**config.mk**
```make
export PLATFORM = sky130hd
export DESIGN_NAME = rmii_frame_tx
export DESIGN_NICKNAME = d
export VERILOG_FILES = /design/src/rtl/rmii_frame_tx_pkg.sv /design/src/rtl/rmii_frame_tx_crc32_d2.sv /design/src/rtl/rmii_frame_tx.sv
export SDC_FILE = /design/constraint.sdc
export NUM_CORES = 1
export LEC_CHECK = 0
export BUFFER_PORTS_ARGS = -buffer_cell sky130_fd_sc_hd__buf_4
export CAP_MARGIN = 20
export CORE_ASPECT_RATIO = 0.6
export CORE_UTILIZATION = 62
export CTS_CLUSTER_DIAMETER = 50
export CTS_CLUSTER_SIZE = 20
export DETAILED_ROUTE_END_ITERATION = 8
export GPL_ROUTABILITY_DRIVEN = 0
export MAX_ROUTING_LAYER = met4
export PLACE_DENSITY_LB_ADDON = 0.3
export SLEW_MARGIN = 20
export SYNTH_ARGS = -nofsm -noshare
export SYNTH_HDL_FRONTEND = slang
export SYNTH_SLANG_ARGS = --single-unit
```
**constraint.sdc**
```tcl
create_clock -name clk -period 6.1 [get_ports clk]
set_clock_uncertainty 0.15 [all_clocks]
set_input_delay 1.22 -clock clk [delete_from_list [all_inputs] [get_ports clk]]
set_output_delay 1.22 -clock clk [all_outputs]
set_load 0.005 [all_outputs]
```
**src/rtl/rmii_frame_tx_pkg.sv**
```systemverilog
// Shared definitions for the RMII frame transmitter: FSM states, framing constants
// and the single-bit reflected CRC-32 step.
package rmii_frame_tx_pkg;

  typedef enum logic [2:0] {
    ST_IDLE,
    ST_PRE,
    ST_DATA,
    ST_PAD,
    ST_FCS,
    ST_IFG
  } state_t;

  localparam int          PREAMBLE_DIBITS = 32;
  localparam logic [7:0]  SFD             = 8'hD5;
  localparam logic [31:0] CRC_INIT        = 32'hFFFF_FFFF;
  localparam logic [31:0] CRC_POLY_REFL   = 32'hEDB8_8320;
  localparam logic [31:0] CRC_RESIDUE     = 32'hC704_DD7B;
  localparam int          SLOW_DIV        = 10;

  // One bit of the LSB-first CRC-32 shift (reflected form of 0x04C11DB7).
  function automatic logic [31:0] crc_bit(input logic [31:0] c, input logic b);
    return (c >> 1) ^ ((c[0] ^ b) ? CRC_POLY_REFL : 32'h0);
  endfunction

endpackage

```
**src/rtl/rmii_frame_tx_crc32_d2.sv**
```systemverilog
// CRC-32 accumulator consuming one RMII dibit (two bits, bit 0 first) per enabled clock.
module rmii_frame_tx_crc32_d2
  import rmii_frame_tx_pkg::*;
(
  input  logic        clk,
  input  logic        rst,
  input  logic        init,
  input  logic        en,
  input  logic [1:0]  d,
  output logic [31:0] crc
);

  always_ff @(posedge clk) begin
    if (rst || init) begin
      crc <= CRC_INIT;
    end else if (en) begin
      crc <= crc_bit(crc_bit(crc, d[0]), d[1]);
    end
  end

endmodule

```
**src/rtl/rmii_frame_tx.sv**
```systemverilog
// RMII frame transmitter: preamble/SFD, body read from a byte RAM, zero padding,
// CRC-32 FCS and inter-frame gap, serialised as LSB-first dibits at 10 or 100 Mbit/s.
module rmii_frame_tx
  import rmii_frame_tx_pkg::*;
#(
  parameter int L       = 8,
  parameter int MIN_LEN = 60,
  parameter int IFG     = 96,
  parameter int PAD_EN  = 1,
  parameter int FCS_EN  = 1
) (
  input  logic         clk,
  input  logic         rst,
  input  logic         start,
  input  logic         fast_eth,
  input  logic [L-1:0] count,
  input  logic         abort,
  output logic [L-1:0] addr,
  input  logic [7:0]   rdata,
  output logic         rm_tx_en,
  output logic [1:0]   rm_tx_data,
  output logic         rdy,
  output logic         done
);

  localparam int          LP1     = L + 1;
  localparam int          GAP     = IFG / 2;
  localparam int          GW      = $clog2(GAP + 1);
  localparam logic [GW-1:0] GAP_END = GW'(GAP);
  localparam logic [L:0]  MIN_W   = LP1'(MIN_LEN);
  localparam logic [4:0]  PRE_END = 5'(PREAMBLE_DIBITS - 1);

  state_t        state;
  state_t        after_pad;
  logic          spd;
  logic [3:0]    presc;
  logic          tick_slow;
  logic          tick;
  logic [L-1:0]  cnt_q;
  logic [L:0]    cnt_w;
  logic [L:0]    byte_cnt;
  logic [L:0]    byte_nx;
  logic [4:0]    dcnt;
  logic [1:0]    fcs_cnt;
  logic [GW-1:0] gap_cnt;
  logic [7:0]    sh;
  logic [7:0]    cur_byte;
  logic [1:0]    nd;
  logic [31:0]   crc;
  logic [31:0]   inv_crc;
  logic          byte_st;
  logic          pad_needed;
  logic          crc_init;
  logic          crc_en;

  assign tick_slow  = (presc == 4'(SLOW_DIV - 1));
  assign tick       = spd || tick_slow;
  assign cnt_w      = {1'b0, cnt_q};
  assign byte_nx    = byte_cnt + LP1'(1);
  assign byte_st    = (state == ST_DATA) || (state == ST_PAD) || (state == ST_FCS);
  assign pad_needed = (PAD_EN != 0) && (cnt_w < MIN_W);
  assign crc_init   = (state == ST_IDLE) && start && (count != '0);
  assign crc_en     = tick && !abort && ((state == ST_DATA) || (state == ST_PAD));

  // Byte being serialised: RAM data, zero pad or the inverted CRC, LSB byte first.
  always_comb begin
    inv_crc   = ~crc;
    after_pad = (FCS_EN != 0) ? ST_FCS : ST_IFG;
    case (state)
      ST_DATA: cur_byte = rdata;
      ST_FCS:  cur_byte = inv_crc[{fcs_cnt, 3'b000} +: 8];
      default: cur_byte = 8'h00;
    endcase
    nd = (dcnt[1:0] == 2'd0) ? cur_byte[1:0] : sh[1:0];
  end

  rmii_frame_tx_crc32_d2 u_crc (
    .clk  (clk),
    .rst  (rst),
    .init (crc_init),
    .en   (crc_en),
    .d    (nd),
    .crc  (crc)
  );

  always_ff @(posedge clk) begin
    if (tick && byte_st) begin
      sh <= (dcnt[1:0] == 2'd0) ? {2'b00, cur_byte[7:2]} : {2'b00, sh[7:2]};
    end
  end

  always_ff @(posedge clk) begin
    done <= 1'b0;
    if (rst) begin
      state      <= ST_IDLE;
      spd        <= 1'b1;
      presc      <= '0;
      cnt_q      <= '0;
      byte_cnt   <= '0;
      dcnt       <= '0;
      fcs_cnt    <= '0;
      gap_cnt    <= '0;
      addr       <= '0;
      rm_tx_en   <= 1'b0;
      rm_tx_data <= 2'b00;
      rdy        <= 1'b1;
    end else begin
      presc <= tick_slow ? 4'd0 : presc + 4'd1;
      if (state == ST_IDLE) begin
        if (start && count != '0) begin
          state      <= ST_PRE;
          cnt_q      <= count;
          spd        <= fast_eth;
          presc      <= '0;
          rdy        <= 1'b0;
          addr       <= '0;
          byte_cnt   <= '0;
          fcs_cnt    <= '0;
          dcnt       <= 5'd1;
          rm_tx_en   <= 1'b1;
          rm_tx_data <= SFD[1:0];
        end
      end else if (abort && state != ST_IFG) begin
        // Abort edge counts as the first gap dibit; prescaler restarts so the gap stays full length.
        state      <= ST_IFG;
        gap_cnt    <= GW'(1);
        presc      <= '0;
        rm_tx_en   <= 1'b0;
        rm_tx_data <= 2'b00;
      end else if (tick) begin
        case (state)
          ST_PRE: begin
            rm_tx_data <= (dcnt == PRE_END) ? SFD[7:6] : SFD[1:0];
            if (dcnt == PRE_END) begin
              dcnt  <= '0;
              state <= ST_DATA;
            end else begin
              dcnt <= dcnt + 5'd1;
            end
          end
          ST_DATA, ST_PAD, ST_FCS: begin
            rm_tx_data <= nd;
            dcnt       <= dcnt + 5'd1;
            // Address moves two dibits early so RAM data is ready for the next byte at 100 Mb.
            if (state == ST_DATA && dcnt[1:0] == 2'd2 && byte_nx < cnt_w) begin
              addr <= addr + L'(1);
            end
            if (dcnt[1:0] == 2'd3) begin
              dcnt    <= '0;
              gap_cnt <= '0;
              if (state == ST_FCS) begin
                fcs_cnt <= fcs_cnt + 2'd1;
                if (fcs_cnt == 2'd3) state <= ST_IFG;
              end else begin
                byte_cnt <= byte_nx;
                if (state == ST_DATA && byte_nx == cnt_w) begin
                  state <= pad_needed ? ST_PAD : after_pad;
                end else if (state == ST_PAD && byte_nx == MIN_W) begin
                  state <= after_pad;
                end
              end
            end
          end
          ST_IFG: begin
            if (gap_cnt == GAP_END) begin
              done  <= 1'b1;
              rdy   <= 1'b1;
              state <= ST_IDLE;
            end else begin
              gap_cnt    <= gap_cnt + GW'(1);
              rm_tx_en   <= 1'b0;
              rm_tx_data <= 2'b00;
            end
          end
          default: ;
        endcase
      end
    end
  end

endmodule

```
Word-level counts from Yosys, hierarchy flattened

Index checks and enable logic that the tools add are counted.

Flip-flop bits (word level): 91
Input bits: 21
Output and inout bits: 13

$add $sub $neg: 6
Order comparisons: 2
Equality and inequality tests: 26
Shift operators: 1
Muxes and demuxes: 74
Bitwise logic cells: 8
Reduce and logical (&&, ||, !) cells: 44

Operator list:

| operator                                     | number |
|---|---|
| two-way mux 32 bit                           | 2 |
| XOR 31 x 32 -> 32 bit                        | 2 |
| two-way mux 9 bit                            | 7 |
| two-way mux 8 bit                            | 6 |
| two-way mux 3 bit                            | 12 |
| NOT 32 bit                                   | 1 |
| variable part select 32 x 6 -> 8 bit         | 1 |
| two-way mux 5 bit                            | 6 |
| two-way mux 6 bit                            | 5 |
| two-way mux 2 bit                            | 14 |
| two-way mux 4 bit                            | 4 |
| != test 4 bit (second input constant)        | 4 |
| case mux 8 bit (2 select lines)              | 1 |
| nonzero test 2 bit                           | 8 |
| AND reduction 5 bit                          | 3 |
| two-way mux 1 bit                            | 13 |
| != test 3 bit (second input constant)        | 4 |
| case mux 6 bit (2 select lines)              | 1 |
| AND reduction 4 bit                          | 3 |
| AND reduction 6 bit                          | 2 |
| nonzero test 3 bit                           | 4 |
| logical AND 1 bit                            | 11 |
| case mux 5 bit (2 select lines)              | 1 |
| adder 9 x 1 -> 9 bit (second input constant) | 1 |
| other kinds (34)                             | 45 |

Logic depth before layout (Yosys ltp)

Gate-level depths: netlist (run 1).

Depth in word-level cells: 11
Depth in mapped cells: 12

Modules after synthesis

A second synthesis (run 1) with hierarchy kept.

Cell total of the unflattened synthesis: 577
Area, all modules: 5,098.6 um2

By module, submodules not included:

| module                 | times used | cells each | area each (um2) |
|---|---|---|---|
| rmii_frame_tx          | 1          | 447        | 3,694.8 |
| rmii_frame_tx_crc32_d2 | 1          | 130        | 1,403.8 |

Worst setup path before layout (run 1)

Ideal clock, no wire load.

Path kind: input to register
From: input port count[4]
To: register u_crc.crc[10]
Setup time: 137 ps
Arrival: 2,787 ps
Data required time: 5,813 ps
Setup slack: 3,026 ps
Stages on the path: 5
Buffers on the path: 1
Cell sequence: or4_1 o211a_1 nor2_1 clkbuf_1 nand3_1

Cells in the longest elaborated chain, start to end: 3

RTL lines:

| element              | RTL line                     | text |
|---|---|---|
| start, declared      | rmii_frame_tx.sv:16          | `input logic [L-1:0] count,` |
| nonzero test 8 bit   | rmii_frame_tx.sv:62          | `assign crc_init = (state == ST_IDLE) && start && (count != '0);` |
| logical AND 1 bit    | rmii_frame_tx.sv:62          |  |
| logical OR 1 bit     | rmii_frame_tx_crc32_d2.sv:14 | `if (rst \|\| init) begin` |
| end signal, assigned | rmii_frame_tx_crc32_d2.sv:17 | `crc <= crc_bit(crc_bit(crc, d[0]), d[1]);` |
| end, declared        | rmii_frame_tx_crc32_d2.sv:10 | `output logic [31:0] crc` |

No other way between the ends.
A chain may end at the register's enable or synchronous reset.

Final worst setup path (run 1)

From: input port count[4]
To: register fcs_cnt[1]

Cells in the longest elaborated chain, start to end: 4

RTL lines:

| element                                 | RTL line             | text |
|---|---|---|
| nonzero test 8 bit                      | rmii_frame_tx.sv:110 | `if (start && count != '0) begin` |
| logical AND 1 bit                       | rmii_frame_tx.sv:110 |  |
| != test 2 x 1 -> 1 bit (no source line) | n/a                  |  |
| AND reduction 6 bit (no source line)    | n/a                  |  |
| end signal, assigned                    | rmii_frame_tx.sv:152 | `fcs_cnt <= fcs_cnt + 2'd1;` |
| end, declared                           | rmii_frame_tx.sv:44  | `logic [1:0] fcs_cnt;` |

No other way between the ends.

==> impl_metrics.json, run 1 <==
{
  "insertion_delay_ns": 0.34,
  "die_area_um2": 8550,
  "hold_violations": 0,
  "hold_depth": 2,
  "postRouteAntennaNets": 0,
  "yosysWarnings": 0,
  "cts_sinks": 89,
  "r2r_end": "addr[6]",
  "worstSetupPathType": "in2reg",
  "status": "complete, no violations",
  "finalSetupViolCount": 0,
  "hold_start": "rm_tx_en",
  "clkTransAtPathRegs_ns": 0.06,
  "multiInputGateArea_um2": 2980,
  "clockRootBuffer": "clkbuf_16",
  "critPathArrivalTime_ns": 3.70,
  "die-width_um": 119,
  "power_density_nw_per_um2": 403,
  "synth_edf_count": 6,
  "num_rows": 25,
  "vias": 4600,
  "synth_top_area_cell": "dfxtp_1",
  "fmax_ghz": 0.275,
  "synth-seq-cells": 89,
  "path_max_fanout": 12,
  "power.share.clock_pct": 26.2,
  "core_um2": 7880,
  "total_power_mw": 2.27,
  "dpl.hpwl_um": 8820,
  "ys.flop_type": "dfxtp_1",
  "syn_area_per_cell_um2": 8.66,
  "hold_path_end": "rm_tx_en",
  "final_max_slew_viol_count": 0,
  "syn_inst": 585,
  "antenna_found_initial": 0,
  "fin_crit_ns": 3.64,
  "antenna_cells": 0,
  "worstPathRequired_ns": 6.16,
  "hp-class": "reg2reg",
  "cts_buffers": 9,
  "switching_share_pct": 38.8,
  "firstDrtPassIters": 6,
  "final_util_pct": 71.6,
  "synth_top_cell_area_share_pct": 32.8,
  "grt_start_max_net_pins": 54,
  "wl_per_cell_um": 18.1,
  "fin_crit_sh_pct": 59.6,
  "cts_setup_buffers": 0,
  "syn_nets": 627,
  "slew_headroom_pct": 32.9,
  "p_comb_share_pct": 40.6,
  "first_global_vias": 4088,
  "maxCapViolCount": 0,
  "fp.dieH_um": 72.0,
  "via_per_inst": 6.48,
  "p_int_mw": 1.39,
  "clock_path_buffers": 2,
  "grt_pass1_wl_um": 20700,
  "ys_types": 68,
  "cts_max_level": 3,
  "p_leak_nw": 2.25,
  "synthTopCellsByArea": "dfxtp_1 33%, nand2_1 6.2%, ha_1 5.2%",
  "cts_tree": "yes",
  "mostFrequentLayoutCells": "84 x nand2_1, 83 x dfxtp_1, 48 x a21oi_1",
  "port_buffers": 33,
  "reg2reg_depth": 10,
  "rsz0062_at_grt": "no",
  "post_cts_resized": 0,
  "p_seq_share_pct": 33.1,
  "fill_cells": 594,
  "async_flop_share_pct": 0,
  "p_sw_mw": 0.883,
  "cp-start-kind": "primary input",
  "fin_setup_tns_ns": 0,
  "wl_um": 12900,
  "drt_iter0_drc": 620,
  "dp_cells": 694,
  "instances_no_fill": 710,
  "cts_hold_buf": 0,
  "worst_pin_slew_ns": 1.00,
  "ios": 34,
  "grt-ovfl-total": 0,
  "drc": 0,
  "nets": 639,
  "vdd.ir_drop.worst_mv": 0.174,
  "r2r_slack_ns": 2.79,
  "synth-seq-area-share_pct": 36.3,
  "r2r_start": "byte_cnt[0]",
  "seqCellArea_um2": 1840,
  "cp-end-kind": "flop",
  "layout-drive-gt1-share_pct": 13.1,
  "synthesis.area_um2": 5070,
  "area_growth_syn_to_layout_pct": 11.3,
  "start_util_pct": 64.3,
  "grt_usage_pct": 32.1,
  "final_common_cell": "nand2_1"
}
## cells in the mapped netlist, drive strengths merged (12+ instances only)
| cell type | number |
|---|---|
| xor2 | 13 |
| dfxtp | 83 |
| inv | 26 |
| o21ai | 32 |
| nor2 | 44 |
| ha | 21 |
| o211ai | 26 |
| xnor2 | 12 |
| a21oi | 48 |
| clkbuf | 27 |
| nand2 | 84 |
| nand3 | 29 |
## worst max-delay path, stage by stage
cell and delay (ns):
buf_4 0.11, or4_1 0.56, o211ai_1 0.83, o21ai_0 0.24
buf_4 0.26, o211ai_1 0.15, mux2i_1 0.26, nor2_1 0.06
## stage by stage
| step | worst slack, ns | hold slack, ns | cell area [µm²] |
|---|---|---|---|
| after floorplan | 3.03 | 0.283 | 5070 |
| after global placement | 2.21 | 0.290 | 5320 |
| after detailed placement | 2.06 | 0.302 | 5320 |
| after CTS | 2.43 | 0.325 | 5640 |
| after global routing | 2.32 | 0.341 | 5640 |
| final | 2.46 | 0.315 | 5640 |
## sequential cells by signal (all words and copies together) (netlist names)
signal and count:
done 1, dcnt 5, fcs_cnt 2, rm_tx_data 2
addr 8, sh 6, cnt_q 8, byte_cnt 9
u_crc.crc 32, gap_cnt 6, spd 1, presc 4
rdy 1, rm_tx_en 1, state 3
## power by group through the flow
stage	Clock, mW	Sequential [mW]	Combinational (mW)
final	0.596	0.753	0.924
after global routing	0.626	0.762	0.996
after CTS	0.603	0.749	0.906
after detailed placement	0	0.759	0.896
after global placement	0	0.756	0.864
after floorplan	0	0.717	0.740
## routing by layer
layer  GRT usage, %  share of wire (%)
met1           44.2                 45
met2           45.5                 43
met3           9.75                 10
met4           9.28                1.3
met5              -                  0
## how the worst max path moves through the flow
| stage | from | end |
|---|---|---|
| global route | count[4] | fcs_cnt[1] |
| global placement | count[4] | presc[3] |
| floorplan | count[4] | u_crc.crc[10] |
| CTS | count[4] | presc[2] |
| detailed placement | count[4] | presc[0] |
| finish | count[4] | fcs_cnt[1] |
## cell families after synthesis
logic type / share of synthesized area (%)
xor gates and xnor gates: 7.87
and+or+nand+nor: 21.0
muxes: 5.36
adders and majority gates: 5.18
AOI/OAI and AO/OA: 19.1
buffers and inverters: 5.18
DFF: 36.3
## area by class of cell
| cell class | count | area share [%] |
|---|---|---|
| clock buffers | 11 | 4.30 |
| clock inverters | 5 | 1.40 |
| repair buffers | 36 | 4.79 |
| multi-input cells | 435 | 52.7 |
| well taps | 108 | 2.39 |
| flip-flops and latches | 89 | 32.6 |
| inverters | 26 | 1.73 |
Power figures use the tool's default switching activity.
==> run 2, diff against run 1 <==
Settings changed: CORE_UTILIZATION 62 to 55.
Clock period 6.1 ns to 3.16 ns, I/O delays scaled along.
==> run 2 against run 1 <==
Against the previous run:
- die area rose by 12%
- power rose by 100%
- clock-buffer cell count did not move
- non-clock buffer count rose by 21
- clock power rose by 110%
- setup slack got worse by 2.3 ns
- combinational power rose by 110%
- sequential power rose by 89%
- first-iteration DRC count rose by 1.8%
- via count rose by 0.15%
- cell area rose by 4.2%
==> impl_metrics.json, run 2 (synthesis results as in run 1) <==
{
  "grt-ovfl-total": 0,
  "layout-drive-gt1-share_pct": 17.3,
  "port_buffers": 33,
  "mostFrequentLayoutCells": "84 x nand2_1, 83 x dfxtp_1, 56 x buf_4",
  "clock_path_buffers": 2,
  "dpl.hpwl_um": 9680,
  "reg2reg_depth": 10,
  "slowest_stage": "a311o_2",
  "path_max_fanout": 7,
  "p_leak_nw": 2.36,
  "switching_share_pct": 37.8,
  "die-width_um": 126,
  "fmax_ghz": 0.334,
  "insertion_delay_ns": 0.35,
  "reg.largest.list": "u_crc.crc (32), byte_cnt (9)",
  "final_max_slew_viol_count": 0,
  "cts_sinks": 89,
  "start_util_pct": 58.1,
  "largest_reg_flops": 32,
  "grt_start_max_net_pins": 54,
  "antenna_found_initial": 0,
  "cts_max_level": 3,
  "antenna_cells": 0,
  "vdd.ir_drop.worst_mv": 0.433,
  "cts_buffers": 9,
  "worstSetupPathType": "reg2reg",
  "crit_path_end": "addr[6]",
  "area_growth_syn_to_layout_pct": 16.0,
  "fin_setup_tns_ns": 0,
  "core_um2": 8720,
  "p_comb_share_pct": 42.5,
  "cp_common_cell": "nand3_1",
  "grt_usage_pct": 30.2,
  "path_depth": 10,
  "p_sw_mw": 1.75,
  "fin_crit_ns": 3.00,
  "num_rows": 26,
  "power_density_nw_per_um2": 788,
  "maxCapViolCount": 0,
  "nets": 660,
  "instances_no_fill": 735,
  "p_int_mw": 2.88,
  "drc": 0,
  "finalSetupViolCount": 0,
  "final_util_pct": 67.4,
  "clockRootBuffer": "clkbuf_16",
  "cp-start-kind": "flop",
  "ios": 34,
  "hold_violations": 0,
  "top_register": "u_crc.crc",
  "hp-class": "reg2reg",
  "firstDrtPassIters": 6,
  "worst_pin_slew_ns": 0.805,
  "r2r_start": "byte_cnt[1]",
  "fp.dieH_um": 76.4,
  "setup_slack_ns": 0.162,
  "status": "complete, no violations",
  "r2r_end": "addr[6]",
  "critPathArrivalTime_ns": 3.11,
  "r2r_slack_ns": 0.16,
  "final_area_um2": 5880,
  "total_power_mw": 4.63,
  "postRouteAntennaNets": 0,
  "wl_um": 13400,
  "hold_ws_ns": 0.306,
  "via_per_inst": 6.27,
  "p_seq_share_pct": 30.7,
  "power.share.clock_pct": 26.7,
  "clkTransAtPathRegs_ns": 0.06,
  "place_ws_ns": 0.124,
  "crit_chain": "ha_2, nand3_1, xnor2_1, ha_1, a211oi_1, o211ai_1, o221ai_2, nand3_1, a311o_2, o31ai_1",
  "wl_per_cell_um": 18.2,
  "slowest_delay_ns": 0.47,
  "crit_start": "byte_cnt[1]",
  "drt_iter0_drc": 631,
  "cts_setup_buffers": 0,
  "placed_cell_area_um2": 5490,
  "die_area_um2": 9620,
  "fin_crit_sh_pct": 94.9,
  "first_global_vias": 4084,
  "vias": 4607,
  "slew_headroom_pct": 46.1,
  "cp_top_family": "compound AO/OA/AOI/OAI gates",
  "cts_tree": "yes",
  "dp_cells": 719,
  "rsz0062_at_grt": "no",
  "path_buf_inv": 0,
  "grt_pass1_wl_um": 21800,
  "final_common_cell": "nand2_1",
  "worstPathRequired_ns": 3.27,
  "cp-end-kind": "flop"
}
==> run 2: worst register-to-register path, stage by stage, from the launching register on <==
cell	delay [ns]
dfxtp_1	0.40
ha_2	0.28
nand3_1	0.11
xnor2_1	0.23
ha_1	0.31
a211oi_1	0.21
o211ai_1	0.13
o221ai_2	0.24
nand3_1	0.14
a311o_2	0.47
o31ai_1	0.24
==> run 2: repair_timing <==
| action | in CTS | in global routing |
|---|---|---|
| hold buffers | 0 | 0 |
| setup endpoints to repair | 0 | 11 |
| resized for setup | 0 | 8 |
==> run 2: area by class of cell <==
| class | instances | area, µm² |
|---|---|---|
| Fill cell | 693 | 2840 |
| Inverter | 26 | 97.6 |
| Clock inverter | 5 | 103 |
| Tap cell | 112 | 140 |
| Clock buffer | 11 | 243 |
| Multi-Input combinational cell | 435 | 3010 |
| Sequential cell | 89 | 1840 |
| Timing Repair Buffer | 57 | 440 |
==> run 2: power groups by stage <==
| stage | Sequential, mW | Combinational, mW | Clock [mW] |
|---|---|---|---|
| 3_3_place_gp | 1.43 | 1.84 | 0 |
| 6_report | 1.42 | 1.97 | 1.24 |
| 2_1_floorplan | 1.38 | 1.43 | 0 |
| 5_1_grt | 1.44 | 2.14 | 1.29 |
| 4_1_cts | 1.42 | 1.90 | 1.25 |
| 3_5_place_dp | 1.44 | 1.88 | 0 |
==> run 2: routing by layer <==
layer / global-route usage [%] / vias up / part of all wire (%)
met3: 6.95 / 27 / 9.7
met2: 40.9 / 229 / 42
met1: 44.6 / 2166 / 47
met4: 7.59 / 0 / 1.3
met5: - / - / 0
li1: - / 2185 / -
==> run 2: worst min-delay path by stage <==
| stage | from | endpoint | slack [ns] | cells after the start |
|---|---|---|---|---|
| 2_1_floorplan | presc[0] | presc[0] | 0.28 | 1 |
| 3_3_place_gp | rm_tx_en | rm_tx_en | 0.30 | 2 |
| 3_5_place_dp | cnt_q[1] | cnt_q[1] | 0.30 | 2 |
| 4_1_cts | cnt_q[1] | cnt_q[1] | 0.31 | 2 |
| 5_1_grt | rm_tx_en | rm_tx_en | 0.35 | 2 |
| 6_report | cnt_q[1] | cnt_q[1] | 0.31 | 2 |
